### src/rtl/chip8_mem_arbiter.sv
// Chip-8 RAM port arbiter: CPU accesses, program-area clear and ROM download share one
// read/write port. The CPU is held off while a clear or download owns the port.
`timescale 1ns/1ps
module chip8_mem_arbiter #(
  parameter logic [11:0] PROG_BASE = 12'h200,
  parameter bit          CLEAR_EN  = 1'b1
) (
  input  logic        clk,
  input  logic        reset,
  input  logic        cpu_req,
  input  logic        cpu_write,
  input  logic [11:0] cpu_addr,
  input  logic [7:0]  cpu_wdata,
  output logic        cpu_gnt,
  output logic        cpu_rvalid,
  output logic [7:0]  cpu_rdata,
  output logic        cpu_hold,
  input  logic        dl_active,
  input  logic        ld_valid,
  input  logic [11:0] ld_addr,
  input  logic [7:0]  ld_data,
  output logic        ld_ready,
  output logic        ld_overflow,
  output logic        mem_en,
  output logic        mem_write,
  output logic [11:0] mem_addr,
  output logic [7:0]  mem_wdata,
  input  logic [7:0]  mem_rdata
);

  // Handshakes: a CPU access completes on the cycle cpu_gnt is high; a loader byte is
  // consumed on any cycle with ld_valid & ld_ready, whether or not it fits in RAM.

  typedef enum logic [1:0] {S_CPU, S_CLEAR, S_LOAD} state_t;

  state_t      state, state_next;
  logic [11:0] clr_ctr, clr_ctr_next;
  logic        dl_q;
  logic        rd_pend;
  logic        ovf_set, ovf_clr;
  logic        dl_rise;
  logic [12:0] ld_sum;

  assign dl_rise = dl_active & ~dl_q;
  // One extra bit so an image byte past the top of RAM is detected instead of wrapping.
  assign ld_sum  = {1'b0, PROG_BASE} + {1'b0, ld_addr};

  always_ff @(posedge clk) begin
    if (reset) begin
      state       <= S_CPU;
      clr_ctr     <= PROG_BASE;
      dl_q        <= 1'b0;
      rd_pend     <= 1'b0;
      ld_overflow <= 1'b0;
    end else begin
      state   <= state_next;
      clr_ctr <= clr_ctr_next;
      dl_q    <= dl_active;
      rd_pend <= cpu_gnt & ~cpu_write;
      if (ovf_clr)      ld_overflow <= 1'b0;
      else if (ovf_set) ld_overflow <= 1'b1;
    end
  end

  // Read data is returned from the registered RAM output regardless of the current state,
  // so a read granted just before a download starts still completes.
  assign cpu_rvalid = rd_pend;
  assign cpu_rdata  = rd_pend ? mem_rdata : 8'h00;

  always_comb begin
    state_next   = state;
    clr_ctr_next = clr_ctr;
    cpu_gnt      = 1'b0;
    cpu_hold     = 1'b0;
    ld_ready     = 1'b0;
    mem_en       = 1'b0;
    mem_write    = 1'b0;
    mem_addr     = 12'h000;
    mem_wdata    = 8'h00;
    ovf_set      = 1'b0;
    ovf_clr      = 1'b0;
    if (!reset) begin
      case (state)
        S_CPU: begin
          cpu_gnt   = cpu_req & ~dl_rise;
          mem_en    = cpu_gnt;
          mem_write = cpu_gnt & cpu_write;
          mem_addr  = cpu_addr;
          mem_wdata = cpu_wdata;
          if (dl_rise) begin
            ovf_clr    = 1'b1;
            state_next = CLEAR_EN ? S_CLEAR : S_LOAD;
          end
        end
        S_CLEAR: begin
          cpu_hold     = 1'b1;
          mem_en       = 1'b1;
          mem_write    = 1'b1;
          mem_addr     = clr_ctr;
          clr_ctr_next = clr_ctr + 12'd1;
          if (clr_ctr == 12'hFFF) begin
            clr_ctr_next = PROG_BASE;
            state_next   = dl_active ? S_LOAD : S_CPU;
          end
        end
        S_LOAD: begin
          cpu_hold = 1'b1;
          ld_ready = 1'b1;
          if (ld_valid) begin
            if (!ld_sum[12]) begin
              mem_en    = 1'b1;
              mem_write = 1'b1;
              mem_addr  = ld_sum[11:0];
              mem_wdata = ld_data;
            end else begin
              ovf_set = 1'b1;
            end
          end
          if (!dl_active) state_next = S_CPU;
        end
        default: state_next = S_CPU;
      endcase
    end
  end

endmodule

### config.mk
export PLATFORM = sky130hd
export DESIGN_NAME = chip8_mem_arbiter
export DESIGN_NICKNAME = d
export VERILOG_FILES = /design/src/rtl/chip8_mem_arbiter.sv
export SDC_FILE = /design/constraint.sdc
export NUM_CORES = 1
export LEC_CHECK = 0
export CORE_ASPECT_RATIO = 1.4
export CORE_UTILIZATION = 38
export CTS_CLUSTER_DIAMETER = 80
export DETAILED_ROUTE_END_ITERATION = 8
export PLACE_DENSITY = 0.9
export SETUP_SLACK_MARGIN = 0.5
export SYNTH_ARGS = -nofsm -noshare
export SYNTH_HDL_FRONTEND = slang
export SYNTH_SLANG_ARGS = --single-unit
export TNS_END_PERCENT = 10
### constraint.sdc
create_clock -name clk -period 3.45 [get_ports clk]
set_input_delay 1.035 -clock clk [delete_from_list [all_inputs] [get_ports clk]]
set_output_delay 1.035 -clock clk [all_outputs]
set_load 0.005 [all_outputs]
==> results of run 1 <==
registers in the layout, summed over array words and instances, names as in the netlist:
signal / flops
cpu_rvalid: 1
state: 2
clr_ctr: 12
ld_overflow: 1
dl_q: 1
power by group:
| part | leakage (nW) | switching (mW) | total, mW | internal, mW |
|---|---|---|---|---|
| Sequential | 0.138 | 0.0152 | 0.224 | 0.208 |
| Clock | 0.0228 | 0.0683 | 0.150 | 0.0821 |
| Combinational | 0.811 | 0.183 | 0.390 | 0.207 |
routing by layer:
layer / vias to the layer above / track usage, % / routed length, um
met1: 751 / 31.3 / 1670
met4: 0 / 8.02 / 26
met2: 71 / 52.0 / 2700
met5: - / 0 / 0
li1: 787 / - / -
met3: 4 / 5.45 / 317
Yosys cell counts (3+ instances only):
cell type	number	share of area [%]
nand3_1	5	2.0
xnor2_1	6	4.2
ha_1	6	5.9
nor3_1	4	1.6
nand2b_1	3	1.5
a21oi_1	5	2.0
and2_1	8	4.0
nand2_1	8	2.4
a22oi_1	8	4.8
nor2_1	33	9.8
xor2_1	4	2.8
inv_1	6	1.8
nor4_1	3	1.5
a222oi_1	12	9.5
clkbuf_1	7	2.1
nor2b_1	4	2.0
dfxtp_1	17	27
nand4_1	3	1.5
layout make-up:
class	instances	area (um2)	area share [%]
Clock buffer	4	45.0	1.94
Sequential cell	17	340	14.6
Timing Repair Buffer	105	960	41.3
Multi-Input combinational cell	129	907	39.0
Tap cell	39	48.8	2.10
Inverter	6	22.5	0.969
path summary, 6_finish.rpt:
| path | endpoint | cells after the start |
|---|---|---|
| worst max-delay path | cpu_rdata[6] | 3 |
| worst min-delay path | ld_overflow$_SDFFE_PP0P_ | 2 |
| worst max register to register | clr_ctr[11]$_SDFFE_PP0N_ | 6 |
| worst min register to register | ld_overflow$_SDFFE_PP0P_ | 2 |
cell families after synthesis:
group	Yosys count	synth area share, %
flip-flops	17	26.9
AND/OR/NAND/NOR	79	32.2
XOR/XNOR	10	6.93
buffers and inverters	16	6.93
multiplexers	1	0.792
AO/OA/AOI/OAI	32	20.3
adder cells (fa/ha/maj)	6	5.94
worst min-delay path: cells and delay by family, from the launching register on:
kind,cells,cell delay [ns]
compound gates,1,0.05
flops,1,0.31
simple gates,1,0.10
per-stage QoR:
step	cell area, um2	worst slack (ns)	total power [mW]	setup TNS [ns]	util, %
after detailed placement	2240	-0.392	0.632	-6.59	71.1
after CTS	2310	0.286	0.755	0	73.2
after floorplan	1260	0.616	0.438	0	-
after global placement	2240	-0.306	0.625	-5.51	71.1
after global routing	2320	0.258	0.816	0	73.7
final	2320	0.298	0.764	0	73.7
timing repair:
action	in CTS	in global routing
cloned	1	0
setup buffers	2	0
pin swaps	23	2
endpoints found under the setup margin	33	32
gates resized for setup	107	9
==> results.sh, run 1 <==
export IMPL_outcome="completed"
export IMPL_die_y_um=70.2
export IMPL_hold_path_class="register to register"
export IMPL_coreArea_um2=3150
export IMPL_numClockSinks=17
export IMPL_maxCapViolCount=0
export IMPL_critPathLaunchType="input port"
export IMPL_r2r_slack_ns=1.22
export IMPL_fin_cells=300
export IMPL_layout_drive_gt1_share_pct=20.3
export IMPL_synth_nets=221
export IMPL_crit_top_cell="clkdlybuf4s50_1"
export IMPL_rsz0062_at_grt="yes"
export IMPL_ys_seq_area_share_pct=26.9
export IMPL_pin_count=89
export IMPL_finalNetCount=322
export IMPL_clk_latency_ns=0.25
export IMPL_htreeDepth=1
export IMPL_dr_pass1_iters=5
export IMPL_vias_per_cell=5.38
export IMPL_dpl_cell_count=293
export IMPL_grt_pass1_vias=1615
export IMPL_io_buffers=88
export IMPL_syn_area_per_cell_um2=7.85
export IMPL_cts_hold_buffers=0
export IMPL_period_minus_slack_ns=3.15
export IMPL_synth_edf_count=0
export IMPL_hp_start="ld_overflow$_SDFFE_PP0P_"
export IMPL_syn_cell_area_um2=1260
export IMPL_path_max_fanout=1
export IMPL_r2r_start="state[1]$_SDFFE_PP0P_"
export IMPL_crit_type="input port to primary output"
export IMPL_cts_tree="built"
export IMPL_grt_usage_pct=28.1
export IMPL_power_leakage_nw=0.971
export IMPL_path_buf_inv=2
export IMPL_relSlewSlack_pct=39.9
export IMPL_routed_wl_um=4720
export IMPL_yosys_warnings=0
export IMPL_final_common_cell="clkdlybuf4s50_1"
export IMPL_slew_violations=0
export IMPL_cp_end_kind="primary output"
export IMPL_ant_nets=0
export IMPL_antenna_found_initial=0
export IMPL_drt_wirelength_per_cell_um=15.7
export IMPL_insertedDiodeCount=0
export IMPL_cts_max_path_buffers=2
export IMPL_fin_crit_sh_pct=91.4
export IMPL_cp_startpoint="mem_rdata[6]"
export IMPL_most_common_layout_cells="clkdlybuf4s50_1, nor2_1, dfxtp_1"
export IMPL_place_gp_congestion=0.833
export IMPL_drt_iter0_markers=96
export IMPL_routed_via_count=1613
export IMPL_ctsRootBufferMaster="clkbuf_8"
export IMPL_num_rows=24
export IMPL_worstPathArrival_ns=2.12
export IMPL_ys_async_sr_fraction_pct=0
export IMPL_ys_flop_type="dfxtp_1"
export IMPL_p_per_area_nw_per_um2=329
export IMPL_area_delta_synth_final_pct=83.9
export IMPL_fmax_mhz=317
export IMPL_num_fill_cells=229
export IMPL_hpwlAfterDp_um=3350
export IMPL_required_ns=2.41
export IMPL_drc_errors=0
export IMPL_ys_types=36
export IMPL_clk_pin_slew_ns=0.06
export IMPL_peakVddDrop_uv=253
export IMPL_path_delay_family="buffers and inverters"
export IMPL_cp_slowest_cell="clkdlybuf4s50_1"
export IMPL_cp_slowest_stage_delay_ns=0.51
export IMPL_hold_violations=0
export IMPL_die_width_um=50.7
export IMPL_initial_core_util_pct=40.1
export IMPL_overflow=0
export IMPL_timing_hold_ws_ns=0.506
export IMPL_finalSetupViolations=0
export IMPL_die_area_um2=3560
export IMPL_clock_skew_ns=0.00122
export IMPL_grt_first_pass_wirelength_um=7710
export IMPL_cts_made_buffers=3
export IMPL_synthCells=161
export IMPL_tightest_slew_ns=0.889
export IMPL_grt_max_degree=16
export IMPL_synth_seq_cells=17
export IMPL_cp_cell_sequence="clkdlybuf4s50_1 > and2_1 > clkdlybuf4s50_1"
No activity file was read; power rests on OpenSTA's default activity.
==> inputs of run 2 (changes only) <==
--- a/config.mk
+++ b/config.mk
@@ -5,11 +5,12 @@
 export SDC_FILE = /design/constraint.sdc
 export NUM_CORES = 1
 export LEC_CHECK = 0
+export ABC_AREA = 1
 export CORE_ASPECT_RATIO = 1.4
-export CORE_UTILIZATION = 38
+export CORE_UTILIZATION = 39
 export CTS_CLUSTER_DIAMETER = 80
 export DETAILED_ROUTE_END_ITERATION = 8
-export PLACE_DENSITY = 0.9
+export PLACE_DENSITY = 0.89
 export SETUP_SLACK_MARGIN = 0.5
 export SYNTH_ARGS = -nofsm -noshare
 export SYNTH_HDL_FRONTEND = slang
==> run 2 against run 1 <==
Clock-buffer cell count down 1. Register-to-register slack better by 0.79 ns. Worst setup slack improved by 0.018 ns. Worst hold slack got worse by 0.020 ns. Maximum frequency rose by 0.57%. Clock power rose by 4%. Area after synthesis up 6.4%. Flip-flop and latch count is the same. Final cell count increased by 21%. Final area up 3.1%. Largest cell class unchanged. Critical path depth up 1.
==> results.sh, run 2 <==
export IMPL_synth_top_area_share_pct=25.3
export IMPL_p_total_mw=0.593
export IMPL_maxCapViolCount=0
export IMPL_layout_drive_gt1_share_pct=17.5
export IMPL_routed_via_count=1855
export IMPL_cts_max_path_buffers=2
export IMPL_clkPwrFrac_pct=26.3
export IMPL_swShare_pct=31.5
export IMPL_yosys_area_top_type="dfxtp_1"
export IMPL_synth_nets=284
export IMPL_area_delta_synth_final_pct=78.0
export IMPL_ant_nets=0
export IMPL_synth_xor_area_share_pct=5.21
export IMPL_final_common_cell="nand2_1"
export IMPL_period_minus_slack_ns=3.13
export IMPL_r2r_slack_ns=2.01
export IMPL_grt_usage_pct=28.3
export IMPL_largestRegisters="clr_ctr: 12 flops, state: 2 flops"
export IMPL_synth_area_leaders="dfxtp_1, nand2_1, inv_1"
export IMPL_place_gp_congestion=0.837
export IMPL_synth_top_family_by_area="simple AND/OR/NAND/NOR gates"
export IMPL_dr_pass1_iters=4
export IMPL_synth_adder_area_share_pct=5.58
export IMPL_clk_latency_ns=0.26
export IMPL_die_area_um2=3690
export IMPL_finalNetCount=386
export IMPL_clock_skew_ns=0.000891
export IMPL_fin_cells=364
export IMPL_fin_crit_sh_pct=90.8
export IMPL_insertedDiodeCount=0
export IMPL_drc_errors=0
export IMPL_pin_count=89
export IMPL_synth_common_cells="nand2_1, inv_1, nor2_1"
export IMPL_regMostFlops="clr_ctr"
export IMPL_switchingPower_mw=0.187
export IMPL_hpwlAfterDp_um=3450
export IMPL_coreArea_um2=3210
export IMPL_worstPathArrival_ns=2.10
export IMPL_final_util_pct=74.5
export IMPL_grt_pass1_vias=1719
export IMPL_vias_per_cell=5.10
export IMPL_grt_first_pass_wirelength_um=7820
export IMPL_die_y_um=71.5
export IMPL_critPathLaunchType="input port"
export IMPL_syn_cell_area_um2=1350
export IMPL_synthCells=224
export IMPL_fin_area_um2=2390
export IMPL_layout_setup_ws_ns=0.316
export IMPL_dpl_cell_count=353
export IMPL_routed_wl_um=5000
export IMPL_ys_types=24
export IMPL_antenna_found_initial=0
export IMPL_finalSetupViolations=0
export IMPL_place_area_um2=2310
export IMPL_cp_end_kind="primary output"
export IMPL_overflow=0
export IMPL_combPwrFrac_pct=38.4
export IMPL_synth_simple_area_share_pct=39.0
export IMPL_rsz0062_at_grt="yes"
export IMPL_post_place_ws_ns=-0.305
export IMPL_hold_path_class="register to register"
export IMPL_ys_seq_area_share_pct=25.3
export IMPL_cts_tree="built"
export IMPL_num_rows=24
export IMPL_slew_violations=0
export IMPL_drt_iter0_markers=61
export IMPL_cts_made_buffers=3
export IMPL_htreeDepth=1
export IMPL_drt_wirelength_per_cell_um=13.7
export IMPL_most_common_layout_cells="nand2_1, clkdlybuf4s50_1, inv_1"
export IMPL_relSlewSlack_pct=81.6
export IMPL_tightest_slew_ns=0.275
export IMPL_ys_flop_type="dfxtp_1"
export IMPL_synth_compound_area_share_pct=13.3
export IMPL_numClockSinks=17
export IMPL_yosys_warnings=0
export IMPL_clk_pin_slew_ns=0.07
export IMPL_p_per_area_nw_per_um2=248
export IMPL_initial_core_util_pct=41.9
export IMPL_peakVddDrop_uv=303
export IMPL_synth_seq_cells=17
export IMPL_die_width_um=51.6
export IMPL_outcome="completed"
export IMPL_largest_reg_flops=12
export IMPL_syn_area_per_cell_um2=6.00
export IMPL_cts_hold_buffers=0
export IMPL_path_max_fanout=1
export IMPL_ctsRootBufferMaster="clkbuf_8"
export IMPL_sequentialPowerShare_pct=35.3
export IMPL_hold_violations=0
export IMPL_yosysMostFrequentCell="nand2_1"
export IMPL_synth_edf_count=0
export IMPL_grt_max_degree=23
export IMPL_fmax_mhz=319
export IMPL_synth_area_mux_share_pct=0
export IMPL_crit_type="input port to primary output"
export IMPL_internal_power_mw=0.406
export IMPL_power_leakage_nw=1.17
export IMPL_required_ns=2.41
export IMPL_ys_async_sr_fraction_pct=0
export IMPL_io_buffers=88
==> run 2: cells by family (layout without fill, tap and decap cells) <==
kind of cell	after synthesis	after routing
AOI/OAI and AO/OA	32	32
xor gates and xnor gates	8	8
adders and majority gates	6	6
buffers and inverters	38	139
DFF	17	17
and+or+nand+nor	123	123
==> run 2: metrics by stage <==
step	setup TNS [ns]	hold slack (ns)
final	0	0.485
after floorplan	0	0.444
after CTS	0	0.487
after global routing	0	0.530
after detailed placement	-6.25	0.470
after global placement	-5.44	0.449
==> run 2: final cells by class <==
type	count	area, um2
clock buffers	3	41.3
inverters	29	116
clock inverters	1	5.00
fillers	260	818
repair buffers	103	946
repair inverters	3	21.3
multi-input cells	169	876
flip-flops and latches	17	340
well taps	39	48.8
==> run 2: worst max-delay path, cell delays in order <==
cell             delay (ns)
clkdlybuf4s50_1        0.47
nand2_1                0.05
inv_1                  0.06
clkdlybuf4s50_1        0.48
==> run 2: power by group through the flow <==
stage	registers (mW)	logic [mW]	clock network [mW]
global placement	0.213	0.235	0
finish	0.209	0.228	0.156
global route	0.210	0.249	0.165
detailed placement	0.214	0.238	0
CTS	0.209	0.226	0.153
floorplan	0.212	0.0986	0
==> run 2: path summary, 6_finish.rpt <==
path,from,end,cells after the start
setup reg to reg,state[1]$_SDFFE_PP0P_,clr_ctr[7]$_SDFFE_PP0N_,7
hold reg to reg,clr_ctr[11]$_SDFFE_PP0N_,clr_ctr[11]$_SDFFE_PP0N_,2
hold / removal,clr_ctr[11]$_SDFFE_PP0N_,clr_ctr[11]$_SDFFE_PP0N_,2
setup / recovery,mem_rdata[5],cpu_rdata[5],4
==> run 2: metal layers <==
layer | vias to the layer above | share of wire (%) | track usage [%]
met5 | - | 0 | 0
met4 | 0 | 2.7 | 14.4
met3 | 13 | 7.8 | 5.31
met2 | 90 | 50 | 49.8
met1 | 842 | 39 | 31.3
li1 | 910 | - | -
==> run 2: timing repair <==
item	4_1_cts	5_1_grt
cloned	4	0
gates resized for setup	104	3
setup endpoints to repair	33	31
pin swaps	8	0
buffers inserted	3	0
==> inputs of run 3 (changes only) <==
--- a/config.mk
+++ b/config.mk
@@ -7,6 +7,7 @@
 export LEC_CHECK = 0
 export ABC_AREA = 1
 export CORE_ASPECT_RATIO = 1.4
+export CORE_MARGIN = 1.5
 export CORE_UTILIZATION = 39
 export CTS_CLUSTER_DIAMETER = 80
 export DETAILED_ROUTE_END_ITERATION = 8
==> run 3 against run 2 <==
Non-clock buffer count rose by 2. Final cell count did not move. Combinational power barely moved. Wire length fell by 0.88%. Core utilization fell by 3.2 points. Sequential share of layout area barely moved. Die area rose by 3.4%. Critical endpoint is now cpu_hold. Highest routed layer unchanged.
==> results.sh, run 3 (synthesis gave the netlist of run 2 again) <==
export IMPL_outcome="completed"
export IMPL_dpl_cell_count=355
export IMPL_io_buffers=88
export IMPL_hold_path_class="register to register"
export IMPL_htreeDepth=1
export IMPL_timing_rr_end="clr_ctr[7]$_SDFFE_PP0N_"
export IMPL_cts_tree="built"
export IMPL_ff2ff_path_depth=7
export IMPL_layout_setup_ws_ns=0.322
export IMPL_num_rows=25
export IMPL_regMostFlops="clr_ctr"
export IMPL_routed_wl_um=4950
export IMPL_fin_area_um2=2390
export IMPL_cts_made_buffers=3
export IMPL_pin_count=89
export IMPL_power_leakage_nw=1.14
export IMPL_timing_hold_ws_ns=0.481
export IMPL_cts_hold_buffers=0
export IMPL_drc_errors=0
export IMPL_die_area_um2=3820
export IMPL_final_common_cell="nand2_1"
export IMPL_p_total_mw=0.590
export IMPL_die_y_um=72.5
export IMPL_cts_max_path_buffers=2
export IMPL_worstPathArrival_ns=2.09
export IMPL_grt_usage_pct=26.8
export IMPL_cp_slowest_stage_delay_ns=0.50
export IMPL_finalNetCount=385
export IMPL_fin_cells=364
export IMPL_routed_via_count=1834
export IMPL_grt_pass1_vias=1819
export IMPL_hp_start="clr_ctr[11]$_SDFFE_PP0N_"
export IMPL_insertedDiodeCount=0
export IMPL_p_per_area_nw_per_um2=247
export IMPL_min_to="clr_ctr[11]$_SDFFE_PP0N_"
export IMPL_die_width_um=52.6
export IMPL_most_common_layout_cells="nand2_1, clkdlybuf4s50_1, inv_1"
export IMPL_cp_end_kind="primary output"
export IMPL_ant_nets=0
export IMPL_area_delta_synth_final_pct=77.6
export IMPL_antenna_found_initial=0
export IMPL_hpwlAfterDp_um=3450
export IMPL_grt_first_pass_wirelength_um=7850
export IMPL_min_delay_path_depth=2
export IMPL_fin_crit_sh_pct=90.7
export IMPL_largestRegisters="clr_ctr: 12 flops, state: 2 flops"
export IMPL_coreArea_um2=3350
export IMPL_r2r_slack_ns=1.93
export IMPL_grt_max_degree=23
export IMPL_largest_reg_flops=12
export IMPL_post_place_ws_ns=-0.226
export IMPL_r2r_start="state[1]$_SDFFE_PP0P_"
export IMPL_overflow=0
export IMPL_numClockSinks=17
export IMPL_finalSetupViolations=0
export IMPL_rsz0062_at_grt="yes"
export IMPL_vias_per_cell=5.04
export IMPL_path_max_fanout=11
export IMPL_relSlewSlack_pct=81.8
export IMPL_period_minus_slack_ns=3.13
export IMPL_crit_type="input port to primary output"
export IMPL_ctsRootBufferMaster="clkbuf_8"
export IMPL_place_area_um2=2330
export IMPL_path_buf_inv=3
export IMPL_fmax_mhz=320
export IMPL_slew_violations=0
export IMPL_num_fill_cells=261
export IMPL_drt_wirelength_per_cell_um=13.6
export IMPL_place_gp_congestion=0.877
export IMPL_cp_slowest_cell="clkdlybuf4s50_1"
export IMPL_initial_core_util_pct=40.2
export IMPL_tightest_slew_ns=0.273
export IMPL_required_ns=2.41
export IMPL_clk_pin_slew_ns=0.07
export IMPL_path_delay_family="buffers and inverters"
export IMPL_peakVddDrop_uv=297
export IMPL_drt_iter0_markers=43
export IMPL_hold_violations=0
export IMPL_maxCapViolCount=0
export IMPL_clk_latency_ns=0.26
export IMPL_clock_skew_ns=0.00476
export IMPL_critPathLaunchType="input port"
export IMPL_layout_drive_gt1_share_pct=20.1
export IMPL_dr_pass1_iters=4
export IMPL_cp_cell_sequence="dlygate4sd2_1 > buf_8 > nor2_1 > clkdlybuf4s50_1"
run 3: per-stage QoR:
stage / setup TNS, ns / util [%]
after floorplan: 0 / -
after global placement: -4.19 / 69.6
after detailed placement: -4.65 / 69.6
after CTS: 0 / 71.2
after global routing: 0 / 71.4
final: 0 / 71.4
run 3: worst register-to-register path: stages, from the launching register on:
cell	delay (ns)
dfxtp_1	0.34
inv_1	0.10
ha_1	0.24
buf_4	0.24
nand3_2	0.16
nor2_1	0.14
xor2_1	0.16
nor2_1	0.05
run 3: repair_timing:
action / 4_1_cts / 5_1_grt
gates cloned: 2 / 0
buffers inserted: 3 / 0
resized for setup: 119 / 2
hold endpoints to repair: 0 / 0
pin swaps: 11 / 0
endpoints found under the setup margin: 33 / 24
run 3: how the worst max path moves through the flow:
| stage | slack [ns] | startpoint | end | cells after the start |
|---|---|---|---|---|
| 2_1_floorplan | 0.70 | ld_valid | mem_addr[10] | 7 |
| 3_3_place_gp | -0.22 | ld_valid | mem_wdata[7] | 9 |
| 3_5_place_dp | -0.23 | ld_valid | mem_addr[2] | 9 |
| 4_1_cts | 0.29 | mem_rdata[0] | cpu_rdata[0] | 4 |
| 5_1_grt | 0.27 | mem_rdata[3] | cpu_rdata[3] | 4 |
| 6_report | 0.32 | reset | cpu_hold | 4 |
run 3: final cells by class:
cell class / count / area, um2 / share of cell area, %
inverters: 29 / 111 / 4.66
repair buffers: 105 / 951 / 39.8
flip-flops and latches: 17 / 340 / 14.2
multi-input cells: 169 / 890 / 37.2
well taps: 40 / 50.0 / 2.10
clock inverters: 1 / 5.00 / 0.210
clock buffers: 3 / 41.3 / 1.73
run 3: layer usage:
layer / global-route usage, % / vias to the layer above / part of all wire [%]
met5: 0 / - / 0
met4: 10.8 / 0 / 1.7
met3: 4.53 / 12 / 6.2
met2: 51.0 / 70 / 53
met1: 27.8 / 838 / 39
li1: - / 914 / -
run 3: power breakdown:
part	leakage, nW	switching (mW)	internal, mW
logic	0.972	0.106	0.124
clock network	0.0255	0.0701	0.0803
registers	0.138	0.00724	0.202
total	1.14	0.184	0.407
